==> src/rtl/vic_pkg.sv <==
// Shared types and constants for the vectored interrupt controller.
package vic_pkg;

    typedef enum logic [1:0] {
        ST_IDLE    = 2'd0,
        ST_REQ     = 2'd1,
        ST_SERVICE = 2'd2
    } vic_state_e;

    localparam int unsigned CFG_W    = 4;
    localparam int unsigned CFG_EN   = 3;
    localparam int unsigned CFG_RISE = 2;
    localparam int unsigned CFG_FALL = 1;
    localparam int unsigned CFG_LVL  = 0;

    localparam int unsigned VIC_N_IRQ_DEF  = 31;
    localparam int unsigned VIC_PRIO_W_DEF = 3;

    // Vector address width, never narrower than one bit.
    function automatic int unsigned addr_width(input int unsigned n);
        return (n > 1) ? $clog2(n) : 1;
    endfunction

endpackage

==> src/rtl/vic_irq_ctrl_if.sv <==
// CPU-side request/acknowledge handshake of the interrupt controller.
interface vic_irq_ctrl_if
    import vic_pkg::*;
#(
    parameter int unsigned ADDR_W = addr_width(VIC_N_IRQ_DEF)
);
    logic              i_ack;
    logic              i_eoi;
    logic              o_irq;
    logic [ADDR_W-1:0] o_irq_addr;
    logic              o_pending;
    logic              o_busy;

    modport master (
        output i_ack, i_eoi,
        input  o_irq, o_irq_addr, o_pending, o_busy
    );

    modport slave (
        input  i_ack, i_eoi,
        output o_irq, o_irq_addr, o_pending, o_busy
    );
endinterface

==> src/rtl/vic_prio_arb.sv <==
// Combinational priority arbiter: highest priority wins, ties go to the lowest index.
module vic_prio_arb
    import vic_pkg::*;
#(
    parameter int unsigned N_IRQ  = VIC_N_IRQ_DEF,
    parameter int unsigned PRIO_W = VIC_PRIO_W_DEF
) (
    input  logic [N_IRQ-1:0]             i_req,
    input  logic [N_IRQ*PRIO_W-1:0]      i_prio,
    output logic [addr_width(N_IRQ)-1:0] o_win_c,
    output logic                         o_valid_c
);
    localparam int unsigned IDX_W = addr_width(N_IRQ);

    logic [PRIO_W-1:0] w_best;

    // Strict '>' keeps the earlier (lower) index on equal priority.
    always_comb begin
        o_win_c   = '0;
        o_valid_c = 1'b0;
        w_best    = '0;
        for (int i = 0; i < int'(N_IRQ); i++) begin
            if (i_req[i] && (!o_valid_c || (i_prio[PRIO_W*i +: PRIO_W] > w_best))) begin
                o_valid_c = 1'b1;
                w_best    = i_prio[PRIO_W*i +: PRIO_W];
                o_win_c   = IDX_W'(i);
            end
        end
    end

endmodule

==> src/rtl/vic_irq_ctrl.sv <==
// Vectored interrupt controller: source synchronisation, edge/level pending, arbitration, CPU handshake FSM.
module vic_irq_ctrl
    import vic_pkg::*;
#(
    parameter int unsigned N_IRQ  = VIC_N_IRQ_DEF,
    parameter int unsigned PRIO_W = VIC_PRIO_W_DEF,
    parameter int unsigned ADDR_W = addr_width(N_IRQ)
) (
    input  logic                    i_clk,
    input  logic                    i_rst,
    input  logic [N_IRQ-1:0]        i_ext,
    input  logic [CFG_W*N_IRQ-1:0]  i_cfg,
    input  logic [N_IRQ*PRIO_W-1:0] i_prio,
    input  logic                    i_en,
    vic_irq_ctrl_if.slave           cpu
);
    localparam int unsigned IDX_W = addr_width(N_IRQ);

    logic [N_IRQ-1:0]  r_sync1, r_sync2, r_dly, r_pend;
    logic [N_IRQ-1:0]  w_pend_n, w_req, w_rise_ev, w_fall_ev;
    logic [IDX_W-1:0]  w_win;
    logic              w_valid;
    logic              w_ack_take;
    vic_state_e        r_state, w_state_n;
    logic              r_irq, w_irq_n;
    logic              r_busy, w_busy_n;
    logic              r_pending;
    logic [ADDR_W-1:0] r_addr, w_addr_n;

    assign w_rise_ev = r_sync2 & ~r_dly;
    assign w_fall_ev = ~r_sync2 & r_dly;

    // Per-source pending update; a new edge wins over the acknowledge clear.
    always_comb begin
        w_pend_n = r_pend;
        w_req    = '0;
        for (int i = 0; i < int'(N_IRQ); i++) begin
            w_req[i] = r_pend[i] & i_cfg[CFG_W*i + CFG_EN];
            if (!i_cfg[CFG_W*i + CFG_EN]) begin
                w_pend_n[i] = 1'b0;
            end else if (!i_cfg[CFG_W*i + CFG_RISE] && !i_cfg[CFG_W*i + CFG_FALL]) begin
                w_pend_n[i] = (r_sync2[i] == i_cfg[CFG_W*i + CFG_LVL]);
            end else begin
                w_pend_n[i] = (i_cfg[CFG_W*i + CFG_RISE] & w_rise_ev[i])
                            | (i_cfg[CFG_W*i + CFG_FALL] & w_fall_ev[i])
                            | (r_pend[i] & ~(w_ack_take && (ADDR_W'(i) == r_addr)));
            end
        end
    end

    vic_prio_arb #(
        .N_IRQ  (N_IRQ),
        .PRIO_W (PRIO_W)
    ) u_arb (
        .i_req     (w_req),
        .i_prio    (i_prio),
        .o_win_c   (w_win),
        .o_valid_c (w_valid)
    );

    // Next-state and next-output logic.
    always_comb begin
        w_state_n  = r_state;
        w_irq_n    = r_irq;
        w_busy_n   = r_busy;
        w_addr_n   = r_addr;
        w_ack_take = 1'b0;
        case (r_state)
            ST_IDLE: begin
                if (i_en && w_valid) begin
                    w_addr_n  = ADDR_W'(w_win);
                    w_irq_n   = 1'b1;
                    w_state_n = ST_REQ;
                end
            end
            ST_REQ: begin
                if (cpu.i_ack) begin
                    w_ack_take = 1'b1;
                    w_irq_n    = 1'b0;
                    w_busy_n   = 1'b1;
                    w_state_n  = ST_SERVICE;
                end else if (!i_en || !w_valid) begin
                    w_irq_n   = 1'b0;
                    w_state_n = ST_IDLE;
                end else begin
                    w_addr_n = ADDR_W'(w_win);
                end
            end
            ST_SERVICE: begin
                if (cpu.i_eoi) begin
                    w_busy_n  = 1'b0;
                    w_state_n = ST_IDLE;
                end
            end
            default: begin
                w_irq_n   = 1'b0;
                w_busy_n  = 1'b0;
                w_state_n = ST_IDLE;
            end
        endcase
    end

    always_ff @(posedge i_clk) begin
        if (i_rst) begin
            r_sync1   <= '0;
            r_sync2   <= '0;
            r_dly     <= '0;
            r_pend    <= '0;
            r_state   <= ST_IDLE;
            r_irq     <= 1'b0;
            r_busy    <= 1'b0;
            r_addr    <= '0;
            r_pending <= 1'b0;
        end else begin
            r_sync1   <= i_ext;
            r_sync2   <= r_sync1;
            r_dly     <= r_sync2;
            r_pend    <= w_pend_n;
            r_state   <= w_state_n;
            r_irq     <= w_irq_n;
            r_busy    <= w_busy_n;
            r_addr    <= w_addr_n;
            r_pending <= |(w_pend_n & ~(N_IRQ'(1) << w_addr_n));
        end
    end

    assign cpu.o_irq      = r_irq;
    assign cpu.o_irq_addr = r_addr;
    assign cpu.o_pending  = r_pending;
    assign cpu.o_busy     = r_busy;

endmodule

==> src/flat_wrapper.sv <==
// flat-port wrapper written by rule: the top's interface ports become plain ports
module vic_irq_ctrl_flat import vic_pkg::*;
#(
    parameter int unsigned N_IRQ  = VIC_N_IRQ_DEF,
    parameter int unsigned PRIO_W = VIC_PRIO_W_DEF,
    parameter int unsigned ADDR_W = addr_width(N_IRQ)
)
  (i_clk, i_rst, i_ext, i_cfg, i_prio, i_en, cpu_i_ack, cpu_i_eoi, cpu_o_irq, cpu_o_irq_addr, cpu_o_pending, cpu_o_busy);
  vic_irq_ctrl_if #(.ADDR_W(ADDR_W)) cpu_i ();
  input  logic i_clk;
  input  logic i_rst;
  input  logic [N_IRQ-1:0] i_ext;
  input  logic [CFG_W*N_IRQ-1:0] i_cfg;
  input  logic [N_IRQ*PRIO_W-1:0] i_prio;
  input  logic i_en;
  input wire logic [$bits(cpu_i.i_ack)-1:0] cpu_i_ack;
  input wire logic [$bits(cpu_i.i_eoi)-1:0] cpu_i_eoi;
  output wire logic [$bits(cpu_i.o_irq)-1:0] cpu_o_irq;
  output wire logic [$bits(cpu_i.o_irq_addr)-1:0] cpu_o_irq_addr;
  output wire logic [$bits(cpu_i.o_pending)-1:0] cpu_o_pending;
  output wire logic [$bits(cpu_i.o_busy)-1:0] cpu_o_busy;
  assign cpu_i.i_ack = cpu_i_ack;
  assign cpu_i.i_eoi = cpu_i_eoi;
  assign cpu_o_irq = cpu_i.o_irq;
  assign cpu_o_irq_addr = cpu_i.o_irq_addr;
  assign cpu_o_pending = cpu_i.o_pending;
  assign cpu_o_busy = cpu_i.o_busy;
  vic_irq_ctrl #(.N_IRQ(N_IRQ), .PRIO_W(PRIO_W), .ADDR_W(ADDR_W)) u_core (.i_clk(i_clk), .i_rst(i_rst), .i_ext(i_ext), .i_cfg(i_cfg), .i_prio(i_prio), .i_en(i_en), .cpu(cpu_i));
endmodule
==> config.mk <==
export PLATFORM = sky130hd
export DESIGN_NAME = vic_irq_ctrl_flat
export DESIGN_NICKNAME = d
export VERILOG_FILES = /design/src/rtl/vic_pkg.sv /design/src/rtl/vic_irq_ctrl_if.sv /design/src/rtl/vic_prio_arb.sv /design/src/rtl/vic_irq_ctrl.sv /design/src/flat_wrapper.sv
export SDC_FILE = /design/constraint.sdc
export NUM_CORES = 1
export LEC_CHECK = 0
export CORE_ASPECT_RATIO = 0.75
export CORE_MARGIN = 1.5
export CORE_UTILIZATION = 52
export CTS_BUF_LIST = sky130_fd_sc_hd__clkbuf_8
export DETAILED_ROUTE_END_ITERATION = 6
export PLACE_DENSITY = 0.93
export REMOVE_ABC_BUFFERS = 1
export SYNTH_ARGS = -nofsm -noshare
export SYNTH_HDL_FRONTEND = slang
export SYNTH_SLANG_ARGS = --single-unit
==> constraint.sdc <==
create_clock -name i_clk -period 56.2 [get_ports i_clk]
set_clock_uncertainty 0.1 [all_clocks]
set_input_delay 5.62 -clock i_clk [delete_from_list [all_inputs] [get_ports i_clk]]
set_output_delay 5.62 -clock i_clk [all_outputs]
set_load 0.01 [all_outputs]
==> results.py <==
metrics = {
    "floorplan": {
        "chipWidth_um": 165,
        "core_region_area_um2": 19300,
        "design.die.area_um2": 20500,
        "floorplan.initialDensity_pct": 52.8,
        "io_pins": 261,
        "dieHeight_um": 124,
        "row_count": 44,
    },
    "final_layout": {
        "diodes": 0,
        "area.sequential_um2": 2680,
        "layout.filler_cells": 1504,
        "layout-area-overhead-vs-synth_pct": 34.3,
        "finalNetCount": 1943,
        "drive_gt1_share_pct": 7.27,
        "finish.instance_area_um2": 13700,
        "multi_input_comb_area_um2": 7310,
    },
    "grt": {
        "grt_start_max_net_pins": 92,
        "antenna_found_initial": 1,
        "grt_pass1_wl_um": 54800,
        "grt_pass1_vias": 10900,
        "gr-usage-all-layers_pct": 33.6,
        "grt_overflow_total": 0,
    },
    "sta": {
        "fin_crit_ns": 53.37,
        "worst_slew_margin_rel_pct": 27.6,
        "fin_ws_ns": 2.83,
        "fin_setup_tns_ns": 0,
        "final_min_period_over_clock_period_pct": 95.0,
        "max_freq_mhz": 18.7,
        "maxSlewViolCount": 0,
        "worstMarginPinSlew_ns": 1.09,
        "finalSetupViolCount": 0,
        "finalHoldViolCount": 0,
    },
    "route": {
        "remaining_drc_errors": 0,
        "routedWlPerCell_um": 18.8,
        "detail-route-antenna-nets": 0,
        "drt_iter0_drc": 1222,
        "detail_route.vias_per_cell": 6.21,
        "totalWireLength_um": 35600,
        "total_via_count_after_detailed_routing": 11700,
        "pre_antenna_drt_iters": 6,
    },
    "placed_design": {
        "numPortBuffers": 260,
        "dp_worst_setup_slack_ns": 0.517,
        "place_hpwl_um": 28100,
        "dpl_cell_area_um2": 13000,
        "place_congestion": 0.958,
    },
    "worst_setup_path": {
        "critical_path_cell_count": 227,
        "worst_r2r_endpoint": "u_core.cpu.o_pending$_SDFF_PP0_",
        "required_ns": 56.39,
        "cp_slowest_cell": "sky130_fd_sc_hd__or4b_2",
        "worst-path-max-fanout": 13,
        "regToRegSetupSlack_ns": 8.13,
        "crit_path_max_incr_delay_ns": 0.76,
        "timing.critical_path.from_type": "input pin",
        "cp_common_cell": "sky130_fd_sc_hd__a21oi_1",
        "ff2ff_path_depth": 226,
        "r2r_start": "u_core.r_pend[0]$_SDFF_PP0_",
        "kind_of_cell_adding_the_most_delay_to_the_critical_path": "compound AO/OA/AOI/OAI gates",
        "worst-path-buf-inv": 9,
        "endpoint_kind": "flop",
        "critical_path_class": "in2reg",
        "crit_path_arrival_time_ns": 53.57,
    },
    "logic_synthesis": {
        "commonest_cells_in_the_synthesized_netlist": "sky130_fd_sc_hd__a21oi_1 (168), sky130_fd_sc_hd__nor2_1 (137), sky130_fd_sc_hd__nor2b_1 (135), sky130_fd_sc_hd__dfxtp_1 (134), sky130_fd_sc_hd__o21ai_0 (99)",
        "register_bit_total_from_synthesis": 134,
        "netlist_top_cells_area": "sky130_fd_sc_hd__dfxtp_1 (26%), sky130_fd_sc_hd__nor2b_1 (8.3%), sky130_fd_sc_hd__a21oi_1 (8.2%), sky130_fd_sc_hd__ha_1 (8.2%), sky130_fd_sc_hd__nor2_1 (5.0%)",
        "postSynth.asyncResetShare_pct": 0,
        "synth.largest_area_cell": "sky130_fd_sc_hd__dfxtp_1",
        "postSynthCellCount": 1353,
        "cell_with_the_most_instances_after_synthesis": "sky130_fd_sc_hd__a21oi_1",
        "ys.flop_type": "sky130_fd_sc_hd__dfxtp_1",
        "yosys.cell_types.count": 101,
        "synth_edf_count": 0,
        "yosys_warnings": 0,
        "synth_top_area_share_pct": 26.3,
        "synthesis.area_um2": 10200,
        "synth-seq-area-share_pct": 26.3,
        "avgSynthCellArea_um2": 7.55,
    },
    "worst_hold_path": {
        "hp-class": "reg2reg",
        "worstHoldStart": "u_core.r_sync1[14]$_SDFF_PP0_",
        "holdPathEnd": "u_core.r_sync2[14]$_SDFF_PP0_",
        "min_delay_path_depth": 1,
    },
    "power": {
        "vdd_ir_drop_max_mv": 0.0215,
        "power.static_leakage_nw": 5.58,
        "power.density_cell_area_nw_per_um2": 23.9,
    },
    "cts": {
        "clkLatencyLatePin_ns": 0.44,
        "htree_num_levels": 4,
        "clock_tree.root_cell": "sky130_fd_sc_hd__clkbuf_8",
        "cts_hold_repair.buffers": 0,
        "clk_path_buf_depth": 2,
        "clk_transition_reported_paths_ns": 0.07,
        "cts_buffers": 17,
        "cts_tree": "built",
        "clock_net_sink_count": 134,
    },
    "run_status": {
        "run_status": "complete, no violations",
    },
    "run": {
        "timing.max_cap.violations": 0,
    },
}
## through the flow
step	std cells	power [mW]	utilization, %	hold WS [ns]
6_report	1889	0.327	71.0	0.335
3_5_place_dp	1844	0.237	67.5	0.325
2_1_floorplan	1327	0.187	-	0.314
3_3_place_gp	1844	0.232	67.5	0.316
5_1_grt	1889	0.346	71.0	0.356
4_1_cts	1876	0.320	69.6	0.334
## where the power goes
group	internal, mW	switching, mW
sequential	0.0995	0.00387
clock	0.0460	0.0370
combinational	0.0626	0.0782
## worst max-delay path by stage
stage | startpoint | to
6_report | i_cfg[3] | u_core.cpu.o_pending$_SDFF_PP0_
5_1_grt | i_cfg[3] | u_core.cpu.o_pending$_SDFF_PP0_
4_1_cts | i_cfg[3] | u_core.cpu.o_pending$_SDFF_PP0_
3_5_place_dp | i_cfg[3] | u_core.cpu.o_pending$_SDFF_PP0_
3_3_place_gp | i_cfg[3] | u_core.cpu.o_pending$_SDFF_PP0_
2_1_floorplan | i_cfg[3] | u_core.cpu.o_pending$_SDFF_PP0_
## layout by cell type, fill, tap and decap left out, types with 6 or more instances in the layout
cell / count
sky130_fd_sc_hd__and3_1: 14
sky130_fd_sc_hd__inv_1: 74
sky130_fd_sc_hd__a211oi_1: 40
sky130_fd_sc_hd__nor2b_1: 135
sky130_fd_sc_hd__clkdlybuf4s50_1: 259
sky130_fd_sc_hd__a31oi_1: 12
sky130_fd_sc_hd__o21ai_1: 11
sky130_fd_sc_hd__clkbuf_8: 19
sky130_fd_sc_hd__a32oi_1: 9
sky130_fd_sc_hd__ha_1: 67
sky130_fd_sc_hd__nor3_1: 48
sky130_fd_sc_hd__o21ai_0: 93
sky130_fd_sc_hd__nand2_1: 91
sky130_fd_sc_hd__a21o_1: 18
sky130_fd_sc_hd__nand3_1: 28
sky130_fd_sc_hd__a21oi_1: 167
sky130_fd_sc_hd__and2_1: 19
sky130_fd_sc_hd__nand2b_1: 11
sky130_fd_sc_hd__o211ai_1: 15
sky130_fd_sc_hd__o21bai_1: 6
sky130_fd_sc_hd__o31ai_1: 8
sky130_fd_sc_hd__o21a_1: 7
sky130_fd_sc_hd__a31o_2: 6
sky130_fd_sc_hd__mux2i_1: 8
sky130_fd_sc_hd__a22oi_1: 10
sky130_fd_sc_hd__nor2_1: 133
sky130_fd_sc_hd__mux2_2: 8
sky130_fd_sc_hd__buf_4: 17
sky130_fd_sc_hd__dfxtp_1: 134
## logic make-up (layout without fill, tap and decap cells)
| logic type | count (synthesis) | after routing | share of synthesized area (%) |
|---|---|---|---|
| flops | 134 | 134 | 26.3 |
| simple gates | 537 | 537 | 27.7 |
| compound gates | 498 | 499 | 32.1 |
| buf+inv | 98 | 380 | 3.79 |
| mux | 17 | 17 | 1.78 |
| fa+ha+maj | 69 | 69 | 8.41 |
## state kept, by name, indices dropped and copies added, names as in the netlist
name and flops:
u_core.r_state 2, u_core.cpu.o_irq_addr 5, u_core.r_sync2 31, u_core.cpu.o_irq 1, u_core.r_dly 31, u_core.cpu.o_busy 1, u_core.r_sync1 31, u_core.r_pend 31
u_core.cpu.o_pending 1
## final cells by class
cell class              instances  area share [%]
well taps                     253            2.31
clock buffers                  19            1.91
repair buffers                276            19.8
flip-flops and latches        134            19.6
clock inverters                13            1.14
multi-input cells            1122            53.3
inverters                      72            1.97
## metal layers
| layer | track usage (%) | part of all wire [%] | routed length [um] | vias up |
|---|---|---|---|---|
| met3 | 6.93 | 12 | 4130 | 107 |
| met4 | 13.7 | 3.9 | 1380 | 0 |
| met5 | 0 | 0 | 0 | - |
| met1 | 46.3 | 42 | 14800 | 5338 |
| li1 | - | - | - | 5551 |
| met2 | 50.7 | 43 | 15200 | 727 |
## repair_timing
action,4_1_cts,5_1_grt
setup endpoints to repair,0,6
buffers inserted,0,12
gates resized for setup,0,34
endpoints found under the hold margin,0,0
(Power assumes the default switching activity.)
